File: config.mk
export PLATFORM = sky130hd
export DESIGN_NAME = lcd_status_reader
export DESIGN_NICKNAME = d
export VERILOG_FILES = /design/src/rtl/lcd_status_reader.sv
export SDC_FILE = /design/constraint.sdc
export NUM_CORES = 1
export LEC_CHECK = 0
export CAP_MARGIN = 25
export CORE_MARGIN = 1
export CORE_UTILIZATION = 48
export CTS_CLUSTER_DIAMETER = 150
export CTS_CLUSTER_SIZE = 14
export DETAILED_ROUTE_END_ITERATION = 10
export PLACE_DENSITY = 0.74
export SYNTH_ARGS = -nofsm -noshare
export SYNTH_HDL_FRONTEND = slang
export SYNTH_SLANG_ARGS = --single-unit
File: constraint.sdc
create_clock -name clk -period 1.95 [get_ports clk]
set_input_delay 0.39 -clock clk [delete_from_list [all_inputs] [get_ports clk]]
set_output_delay 0.39 -clock clk [all_outputs]
set_load 0.01 [all_outputs]
File: src/rtl/lcd_status_reader.sv
// ============================================================================
// Module   : lcd_status_reader
// Purpose  : 4-bit LCD status read (RS=0, RW=1) returning {busy_flag, addr}.
// Revision : 1.0  initial release
// ============================================================================
`default_nettype none

module lcd_status_reader #(
  parameter int SETUP_CYC  = 2,
  parameter int E_HIGH_CYC = 12,
  parameter int GAP_CYC    = 50,
  parameter int HOLD_CYC   = 2,
  parameter int CNT_W      = 8
) (
  input  logic       clk,
  input  logic       reset,
  input  logic       init_done,
  input  logic       start,
  input  logic [3:0] SF_D_in,
  output logic       LCD_E,
  output logic       LCD_RS,
  output logic       LCD_RW,
  output logic       sf_d_oe,
  output logic       busy,
  output logic       valid,
  output logic [7:0] status
);

  typedef enum logic [2:0] {
    S_IDLE, S_ADDR, S_E1, S_GAP, S_E2, S_HOLD, S_DONE
  } state_t;

  localparam logic [CNT_W-1:0] C_SETUP_LAST = CNT_W'(SETUP_CYC - 1);
  localparam logic [CNT_W-1:0] C_EHIGH_LAST = CNT_W'(E_HIGH_CYC - 1);
  localparam logic [CNT_W-1:0] C_GAP_LAST   = CNT_W'(GAP_CYC - 1);
  localparam logic [CNT_W-1:0] C_HOLD_LAST  = CNT_W'(HOLD_CYC - 1);

  state_t           r_state;
  logic [CNT_W-1:0] r_cnt;
  logic [3:0]       r_nib_hi;
  logic [3:0]       r_nib_lo;
  logic             w_phase_end;

  // Register select is fixed: this block only ever reads the status register.
  assign LCD_RS = 1'b0;

  always_comb begin
    w_phase_end = 1'b0;
    case (r_state)
      S_ADDR:  w_phase_end = (r_cnt == C_SETUP_LAST);
      S_E1:    w_phase_end = (r_cnt == C_EHIGH_LAST);
      S_GAP:   w_phase_end = (r_cnt == C_GAP_LAST);
      S_E2:    w_phase_end = (r_cnt == C_EHIGH_LAST);
      S_HOLD:  w_phase_end = (r_cnt == C_HOLD_LAST);
      S_DONE:  w_phase_end = 1'b1;
      default: w_phase_end = 1'b0;
    endcase
  end

  always_ff @(posedge clk or negedge reset) begin
    if (!reset) begin
      r_state  <= S_IDLE;
      r_cnt    <= '0;
      r_nib_hi <= 4'h0;
      r_nib_lo <= 4'h0;
      LCD_E    <= 1'b0;
      LCD_RW   <= 1'b0;
      sf_d_oe  <= 1'b1;
      busy     <= 1'b0;
      valid    <= 1'b0;
      status   <= 8'h00;
    end else begin
      if (r_state == S_IDLE || w_phase_end)
        r_cnt <= '0;
      else
        r_cnt <= r_cnt + CNT_W'(1);

      case (r_state)
        S_IDLE: begin
          if (start && init_done) begin
            r_state <= S_ADDR;
            LCD_RW  <= 1'b1;
            sf_d_oe <= 1'b0;
            busy    <= 1'b1;
          end
        end
        S_ADDR: if (w_phase_end) begin
          r_state <= S_E1;
          LCD_E   <= 1'b1;
        end
        S_E1: if (w_phase_end) begin
          r_state  <= S_GAP;
          LCD_E    <= 1'b0;
          r_nib_hi <= SF_D_in;
        end
        S_GAP: if (w_phase_end) begin
          r_state <= S_E2;
          LCD_E   <= 1'b1;
        end
        S_E2: if (w_phase_end) begin
          r_state  <= S_HOLD;
          LCD_E    <= 1'b0;
          r_nib_lo <= SF_D_in;
        end
        // Both nibbles are staged so status changes only together with valid.
        S_HOLD: if (w_phase_end) begin
          r_state <= S_DONE;
          LCD_RW  <= 1'b0;
          valid   <= 1'b1;
          status  <= {r_nib_hi, r_nib_lo};
        end
        S_DONE: begin
          r_state <= S_IDLE;
          valid   <= 1'b0;
          busy    <= 1'b0;
          sf_d_oe <= 1'b1;
        end
        default: r_state <= S_IDLE;
      endcase
    end
  end

endmodule

`default_nettype wire

==> results.json, run 1 <==
{
  "gp_congestion": 0.8627,
  "finalPower_mw": 2.853,
  "drive_above_1_share_pct": 39.90,
  "synth_top_cell_area_share_pct": 48.48,
  "critical_path_required_ns": 2.17,
  "gr-total-overflow": 0,
  "synth.area.top_cells": "dfrtp_1 (48%), mux2_4 (7.5%), mux2_2 (3.5%)",
  "critPathKind": "reg -> reg",
  "clock_sinks": 32,
  "initial_core_util_pct": 51.57,
  "io_buffers": 20,
  "yosys.area.top_type": "dfrtp_1",
  "area_delta_synth_final_pct": 41.36,
  "rr_worst_depth": 6,
  "cts_buffer_depth": 2,
  "fin_area_sq_um": 2262,
  "worstHoldPathType": "in -> async",
  "synth_seq_cells": 32,
  "netlist_area_sq_um": 1600,
  "avgSynthCellArea_sq_um": 11.68,
  "wl_microns": 3809,
  "dr.pass1.iters": 4,
  "core_sq_um": 3103,
  "end_kind": "flip-flop",
  "grt_max_degree": 33,
  "hold_ws_ns": 0.4205,
  "antenna_found_initial": 0,
  "ir_drop_mv": 0.8322,
  "power_density_nw_per_um2": 1261,
  "drv_slew": 0,
  "cp_data_arrival_time_ns": 2.29,
  "fin_crit_ns": 2.070,
  "power.leakage_nw": 1.016,
  "drv_cap": 0,
  "crit_chain": "or3_4 -> a21oi_4 -> o221ai_4 -> nor4_4 -> buf_4 -> mux2_4",
  "syn_inst": 137,
  "violations": "negative setup slack",
  "r2r_start": "r_state[0]$_DFFE_PN0P_",
  "critPathMaxStageDelay_ns": 0.46,
  "grt_pass1_vias": 1304,
  "finalHoldViolCount": 0,
  "layout.nets": 203,
  "grtUsageTotal_pct": 23.38,
  "outcome": "finished with violations",
  "placed_area_sq_um": 2083,
  "num_rows": 20,
  "die-area_sq_um": 3569,
  "io_pins": 22,
  "cp-start-kind": "flip-flop",
  "vias": 1261,
  "max_freq_mhz": 483.1,
  "fin_worst_skew_ns": 0.01628,
  "place_ws_ns": -0.1480,
  "finalCritPeriodShare_pct": 106.2,
  "synth-async-reset-ratio_pct": 100.0,
  "drtIter0Drc": 60,
  "numCtsBuffers": 5,
  "synth_edf_count": 0,
  "synth_seq_area_share_pct": 50.12,
  "setup_ws_ns": -0.1199,
  "die_x_microns": 59.74,
  "postRouteAntennaNets": 0,
  "wire_per_inst_microns": 16.07,
  "cts_hold_buf": 0,
  "clk_pin_slew_ns": 0.12,
  "via_per_inst": 5.321,
  "n_antenna_cell": 0,
  "r2r-end": "r_nib_lo[2]$_DFFE_PN0P_",
  "grt_pass1_wl_microns": 6023,
  "dpl.hpwl_microns": 2575,
  "syn_nets": 148,
  "tritoncts": "built",
  "slowest_stage": "dfrtp_2",
  "cts.htree.levels": 2,
  "ys_warn_count": 0,
  "synth_cell_types": 45,
  "rsz0062_at_grt": "yes",
  "fin_util_pct": 72.90,
  "setup_viol": 25,
  "clock_latency_ns": 0.35,
  "root_buffer": "clkbuf_4",
  "fp.dieH_microns": 59.74,
  "drc": 0,
  "regToRegSetupSlack_ns": -0.12,
  "cp_max_fo": 4,
  "ys.flop_type": "dfrtp_1"
}
## layout make-up
cell class	count	area [sq um]
multi-input combinational	97	868.3
fill	246	840.8
sequential	32	805.8
timing repair buffer	52	456.7
tap	44	55.05
clock buffer	6	51.30
inverter	4	15.01
clock inverter	2	10.01
## per-layer routing
layer	track usage [%]	routed length, microns
met1	28.71	1662
met2	38.57	1913
met3	7.576	162
met4	7.973	70
met5	0	0
## power by group
| part | internal [mW] | leakage (nW) | switching (mW) |
|---|---|---|---|
| clock | 0.172 | 0.0380 | 0.246 |
| combinational | 0.766 | 0.572 | 0.635 |
| sequential | 0.864 | 0.406 | 0.169 |
## metrics by stage
| step | cells | setup TNS [ns] |
|---|---|---|
| finish | 237 | -0.9995 |
| global route | 237 | -2.656 |
| floorplan | 137 | -0.7574 |
| CTS | 236 | -0.7519 |
| detailed placement | 224 | -1.376 |
| global placement | 224 | -0.1887 |
## flip-flops by register name (all words and copies together) (netlist names), 3 cells and up
signal and cells:
r_cnt 8, status 8, r_nib_hi 4, r_nib_lo 4, r_state 3
## cells by family (layout without fill, tap and decap cells)
logic type      Yosys count  in the layout  synth area share, %
other cells               1              1               0.2343
mux                      16             16                13.14
compound gates           26             26                11.73
xor+xnor                  7              7                3.831
buf+inv                   8             64                2.189
flops                    32             32                50.12
fa+ha+maj                 3              3                2.346
simple gates             44             44                16.42
## synthesized netlist by cell type, drive strengths merged (2+ instances only)
library cell and instances:
nand2 10, buf 2, nor4b 2, ha 3, xnor2 3, mux2 16, a21oi 4, nor3 5
dfrtp 31, nor2 13, o221ai 2, inv 4, a31oi 2, and3 3, xor2 4, nand3 6
o21ai 7, clkbuf 2
## critical path: cells and delay by family (launching register included)
family / cells / cell delay [ns]
AO/OA/AOI/OAI: 2 / 0.35
buffers and inverters: 1 / 0.18
flip-flops: 1 / 0.46
multiplexers: 1 / 0.30
AND/OR/NAND/NOR: 2 / 0.65
## cells in the final DEF, fill, tap and decap left out, drive strengths merged, types with 4 or more instances in the layout
cell type	count
clkdlybuf4s50	20
dfrtp	31
nand2	10
a21oi	4
nor3	5
nand3	6
clkbuf	6
inv	4
mux2	16
o21ai	7
xor2	4
nor2	13
buf	32
## worst max-delay path by stage
stage	from	end	slack (ns)	cells after the start
after floorplan	r_state[0]$_DFFE_PN0P_	status[0]$_DFFE_PN0P_	-0.08	5
after global placement	r_state[1]$_DFFE_PN0P_	r_nib_lo[0]$_DFFE_PN0P_	-0.07	6
after detailed placement	r_state[1]$_DFFE_PN0P_	r_nib_lo[0]$_DFFE_PN0P_	-0.15	6
after CTS	r_state[1]$_DFFE_PN0P_	r_nib_lo[2]$_DFFE_PN0P_	-0.12	6
after global routing	r_state[0]$_DFFE_PN0P_	r_nib_lo[2]$_DFFE_PN0P_	-0.16	6
final	r_state[0]$_DFFE_PN0P_	r_nib_lo[2]$_DFFE_PN0P_	-0.12	6
## repair_timing
action                     4_1_cts  5_1_grt
buffers inserted                 4        1
setup endpoints to repair       27       27
cloned                           0        0
pin swaps                        2        4
resized for setup                9       12
Note: power is estimated with default switching activity, not from simulation.
==> run 2, diff against run 1 <==
--- a/config.mk
+++ b/config.mk
@@ -15,3 +15,4 @@
 export SYNTH_ARGS = -nofsm -noshare
 export SYNTH_HDL_FRONTEND = slang
 export SYNTH_SLANG_ARGS = --single-unit
+export TNS_END_PERCENT = 1
==> constraint.sdc (replaced) <==
create_clock -name clk -period 1.95 [get_ports clk]
set_input_delay 0.4875 -clock clk [delete_from_list [all_inputs] [get_ports clk]]
set_output_delay 0.4875 -clock clk [all_outputs]
set_load 0.01 [all_outputs]
==> run 2 against run 1 <==
Effect of this change:
- the flow still finishes with violations (negative setup slack)
- design area shrank 0.22%
- combinational power hardly changed
- largest cell class unchanged
- power down 0.90%
- highest routed layer unchanged
- die area unchanged
- wire length up 1.5%
- register-to-register slack lost 0.06 ns
==> results.json, run 2 (synthesis results as in run 1) <==
{
  "cp_max_fo": 6,
  "reg_top3": "r_cnt (8), status (8)",
  "numCtsBuffers": 5,
  "max_freq_mhz": 470.4,
  "postRouteAntennaNets": 0,
  "violations": "negative setup slack",
  "drtIter0Drc": 94,
  "worst_pin_slew_ns": 0.5116,
  "setup_viol": 18,
  "power_density_nw_per_um2": 1253,
  "drv_slew": 0,
  "slew-limit-headroom_pct": 65.63,
  "grt_max_degree": 33,
  "area_delta_synth_final_pct": 41.05,
  "fillers": 241,
  "grt_pass1_wl_microns": 6417,
  "io_pins": 22,
  "rsz0062_at_grt": "yes",
  "clock_latency_ns": 0.33,
  "drv_cap": 0,
  "cp-start-kind": "flip-flop",
  "setup_ws_ns": -0.1758,
  "fin_worst_skew_ns": 0.006859,
  "cts_buffer_depth": 2,
  "tritoncts": "built",
  "mostFrequentLayoutCell": "buf_4",
  "power.leakage_nw": 1.045,
  "final_cell_mix": "buf_4 (31), dfrtp_1 (28), clkdlybuf4s50_1 (19), mux2_4 (16), nor2_1 (13)",
  "core_sq_um": 3103,
  "finalCritPeriodShare_pct": 109.0,
  "finalHoldViolCount": 0,
  "wire_per_inst_microns": 16.10,
  "num_rows": 20,
  "place_ws_ns": -0.2259,
  "clock_sinks": 32,
  "fp.dieH_microns": 59.74,
  "ir_drop_mv": 0.7490,
  "gr-total-overflow": 0,
  "io_buffers": 20,
  "outcome": "finished with violations",
  "grtUsageTotal_pct": 25.53,
  "via_per_inst": 5.417,
  "critical_path_required_ns": 2.17,
  "layout.nets": 206,
  "dpl.hpwl_microns": 2626,
  "cts.htree.levels": 2,
  "drive_above_1_share_pct": 39.80,
  "n_antenna_cell": 0,
  "cp_data_arrival_time_ns": 2.35,
  "hold_ws_ns": 0.4760,
  "antenna_found_initial": 0,
  "initial_core_util_pct": 51.57,
  "grt_pass1_vias": 1376,
  "die-area_sq_um": 3569,
  "critPathKind": "reg -> reg",
  "fin_crit_ns": 2.126,
  "drc": 0,
  "worstHoldPathType": "reg -> reg",
  "end_kind": "flip-flop",
  "dr.pass1.iters": 4,
  "vias": 1300,
  "die_x_microns": 59.74,
  "clk_pin_slew_ns": 0.10,
  "gp_congestion": 0.8466,
  "root_buffer": "clkbuf_4",
  "wl_microns": 3865
}
-- run 2: cell types whose count changed in the layout (fill, tap and decap cells not counted), sizes merged --
| cell | delta |
|---|---|
| buf | +3 |
| clkdlybuf4s50 | -1 |
| dlymetal6s2s | +1 |
-- run 2: layout make-up --
type                            count  area [sq um]  area share (%)
Clock buffer                        6         51.30           2.273
Clock inverter                      2         10.01          0.4435
Inverter                            4         15.01          0.6652
Multi-Input combinational cell     97         839.6           37.20
Sequential cell                    32         805.8           35.70
Tap cell                           44         55.05           2.439
Timing Repair Buffer               55         480.5           21.29
-- run 2: worst paths after layout --
check / startpoint / endpoint / slack (ns) / cells past startpoint
hold reg to reg: sf_d_oe$_DFFE_PN1P_ / sf_d_oe$_DFFE_PN1P_ / 0.48 / 2
setup / recovery: r_state[0]$_DFFE_PN0P_ / status[1]$_DFFE_PN0P_ / -0.18 / 7
min in group asynchronous: reset / busy$_DFFE_PN0P_ / 0.54 / 2
setup reg to reg: r_state[0]$_DFFE_PN0P_ / status[1]$_DFFE_PN0P_ / -0.18 / 7
max in group asynchronous: reset / r_state[2]$_DFFE_PN0P_ / 1.09 / 2
hold / removal: sf_d_oe$_DFFE_PN1P_ / sf_d_oe$_DFFE_PN1P_ / 0.48 / 2
-- run 2: critical path: stages (launching register included) --
cell and delay (ns):
dfrtp_2 0.46, or3_1 0.39, a21oi_2 0.21, o221ai_4 0.17, buf_6 0.16, nor3_4 0.15
buf_6 0.16, mux2_4 0.30
-- run 2: power by group --
group	switching (mW)	total (mW)	leakage (nW)	internal (mW)
Clock	0.225	0.396	0.0380	0.171
Combinational	0.630	1.40	0.600	0.769
Sequential	0.167	1.03	0.406	0.866
Total	1.02	2.83	1.04	1.81
-- run 2: layer usage --
metal / up-vias / track usage, % / wire [microns]
met1: 648 / 31.09 / 1651
met4: 0 / 13.95 / 114
li1: 608 / - / -
met2: 33 / 40.32 / 1925
met5: - / 0 / 0
met3: 11 / 7.792 / 173
-- run 2: repair_timing --
item | in CTS | in global routing
gates resized for setup | 8 | 13
pin swaps | 3 | 4
hold buffers | 0 | 0
endpoints found under the hold margin | 0 | 0
buffers inserted | 4 | 1
setup endpoints to repair | 25 | 29
-- run 2: metrics by stage --
step	cell area, sq um	utilization [%]	std cells	power, mW	TNS (ns)
6_report	2257	72.74	240	2.828	-2.503
5_1_grt	2257	72.74	240	3.020	-4.061
4_1_cts	2202	70.97	239	2.762	-2.285
3_5_place_dp	2082	67.10	227	2.272	-2.623
3_3_place_gp	2082	67.10	227	2.213	-1.352
2_1_floorplan	1624	-	137	1.733	-0.6442
==> run 3, diff against run 2 <==
--- a/config.mk
+++ b/config.mk
@@ -8,6 +8,7 @@
 export CAP_MARGIN = 25
 export CORE_MARGIN = 1
 export CORE_UTILIZATION = 48
+export CTS_BUF_LIST = sky130_fd_sc_hd__clkbuf_16
 export CTS_CLUSTER_DIAMETER = 150
 export CTS_CLUSTER_SIZE = 14
 export DETAILED_ROUTE_END_ITERATION = 10
==> run 3 against run 2 <==
Effect of this change:
- the run still ends with negative setup slack left
- combinational power is essentially flat
- clock power increased by 83%
- critical path depth stayed put
- die area unchanged
- setup slack worse by 0.033 ns
- cell count unchanged
- clock skew shrank 0.0047 ns
- design area rose by 4.4%
- register-to-register slack worse by 0.03 ns
- global-route usage fell by 0.35 points
- first-iteration DRC count is 24% lower
==> results.json, run 3 (synthesis results as in run 1) <==
{
  "outcome": "finished with violations",
  "violations": "negative setup slack",
  "die_x_microns": 59.74,
  "numCtsBuffers": 5,
  "tritoncts": "built",
  "clk_pin_slew_ns": 0.05,
  "finalHoldViolCount": 0,
  "fp.dieH_microns": 59.74,
  "wl_microns": 3835,
  "cts_hold_buf": 0,
  "core_sq_um": 3103,
  "slew-limit-headroom_pct": 61.73,
  "root_buffer": "clkbuf_16",
  "antenna_found_initial": 0,
  "dpl.hpwl_microns": 2626,
  "place_ws_ns": -0.2259,
  "power.leakage_nw": 1.080,
  "tns_ns": -2.962,
  "grt_pass1_vias": 1350,
  "grt_pass1_wl_microns": 6354,
  "critPathKind": "reg -> reg",
  "setup_viol": 19,
  "critical_path_required_ns": 2.10,
  "layout.nets": 206,
  "critPathMaxStageDelay_ns": 0.51,
  "io_pins": 22,
  "place_inst": 227,
  "drv_cap": 0,
  "initial_core_util_pct": 51.57,
  "cp_common_cell": "buf_4",
  "power_density_nw_per_um2": 1335,
  "fin_util_pct": 75.93,
  "cp_max_fo": 6,
  "via_per_inst": 5.479,
  "fin_worst_skew_ns": 0.002188,
  "reg_top3": "r_cnt (8), status (8)",
  "cp-start-kind": "flip-flop",
  "mostFrequentLayoutCell": "buf_4",
  "end_kind": "flip-flop",
  "worstHoldPathType": "reg -> reg",
  "fillers": 227,
  "grtUsageTotal_pct": 25.18,
  "max_freq_mhz": 463.3,
  "cts_buffer_depth": 2,
  "gr-total-overflow": 0,
  "die-area_sq_um": 3569,
  "dr.pass1.iters": 4,
  "n_antenna_cell": 0,
  "cp_data_arrival_time_ns": 2.31,
  "fin_crit_ns": 2.159,
  "grt_max_degree": 33,
  "slowest_stage": "nor3_1",
  "final_cell_mix": "buf_4 (30), dfrtp_1 (28), clkdlybuf4s50_1 (20), mux2_4 (14), nor2_1 (13)",
  "drv_slew": 0,
  "rsz0062_at_grt": "yes",
  "num_rows": 20,
  "cts.htree.levels": 2,
  "ir_drop_mv": 0.8894,
  "vias": 1315,
  "area_delta_synth_final_pct": 47.22,
  "drc": 0,
  "finalCritPeriodShare_pct": 110.7,
  "clock_latency_ns": 0.27,
  "stdcell_count": 240,
  "wire_per_inst_microns": 15.98,
  "setup_ws_ns": -0.2086,
  "postRouteAntennaNets": 0,
  "finalPower_mw": 3.146,
  "drive_above_1_share_pct": 38.27,
  "gp_congestion": 0.8466,
  "drtIter0Drc": 71,
  "clock_sinks": 32,
  "worst_pin_slew_ns": 0.5696,
  "crit_chain": "nor3_1 -> nor4b_4 -> o221ai_4 -> buf_4 -> nor3_2 -> buf_4 -> mux2_1",
  "io_buffers": 20
}
==> run 3: cell type report <==
type	instances	area (sq um)	area share, %
Timing Repair Buffer	55	483.0	20.50
Clock buffer	5	125.1	5.311
Tap cell	44	55.05	2.337
Inverter	4	15.01	0.6373
Sequential cell	32	805.8	34.20
Multi-Input combinational cell	97	858.3	36.43
Clock inverter	3	13.76	0.5842
==> run 3: path summary, 6_finish.rpt <==
kind                                      endpoint  cells after the start  slack (ns)                   start
max                        r_nib_hi[2]$_DFFE_PN0P_                      7       -0.21  r_state[1]$_DFFE_PN0P_
min                            sf_d_oe$_DFFE_PN1P_                      2        0.47     sf_d_oe$_DFFE_PN1P_
max reg2reg                r_nib_hi[2]$_DFFE_PN0P_                      7       -0.21  r_state[1]$_DFFE_PN0P_
min reg2reg                    sf_d_oe$_DFFE_PN1P_                      2        0.47     sf_d_oe$_DFFE_PN1P_
max in group asynchronous      sf_d_oe$_DFFE_PN1P_                      2        1.03                   reset
min in group asynchronous         busy$_DFFE_PN0P_                      2        0.61                   reset
==> run 3: power by group <==
group          internal, mW  total [mW]  switching (mW)
registers             0.859        1.03           0.175
logic                 0.764        1.39           0.622
clock network         0.462       0.726           0.264
total                  2.09        3.15            1.06
==> run 3: per-stage QoR <==
stage                     hold slack, ns  cell area (sq um)
after CTS                         0.4751               2246
final                             0.4696               2356
after global routing              0.4996               2356
after floorplan                   0.1919               1624
after global placement            0.4628               2082
after detailed placement          0.4670               2082
==> run 3: critical path: cells and delay by family, from the launching register on <==
| kind | cells | cell delay (ns) |
|---|---|---|
| compound gates | 1 | 0.27 |
| buf+inv | 2 | 0.33 |
| flops | 1 | 0.47 |
| mux | 1 | 0.31 |
| simple gates | 3 | 0.65 |
==> run 3: metal layers <==
metal,vias up,track usage [%],wire length (microns)
met1,662,32.02,1662
met4,0,10.30,59
met5,-,0,0
met2,35,39.68,1965
li1,610,-,-
met3,8,8.009,146
==> run 3: what timing repair did <==
item | 4_1_cts | 5_1_grt
pin swaps | 2 | 4
setup buffers | 1 | 4
resized for setup | 5 | 18
endpoints found under the setup margin | 22 | 28
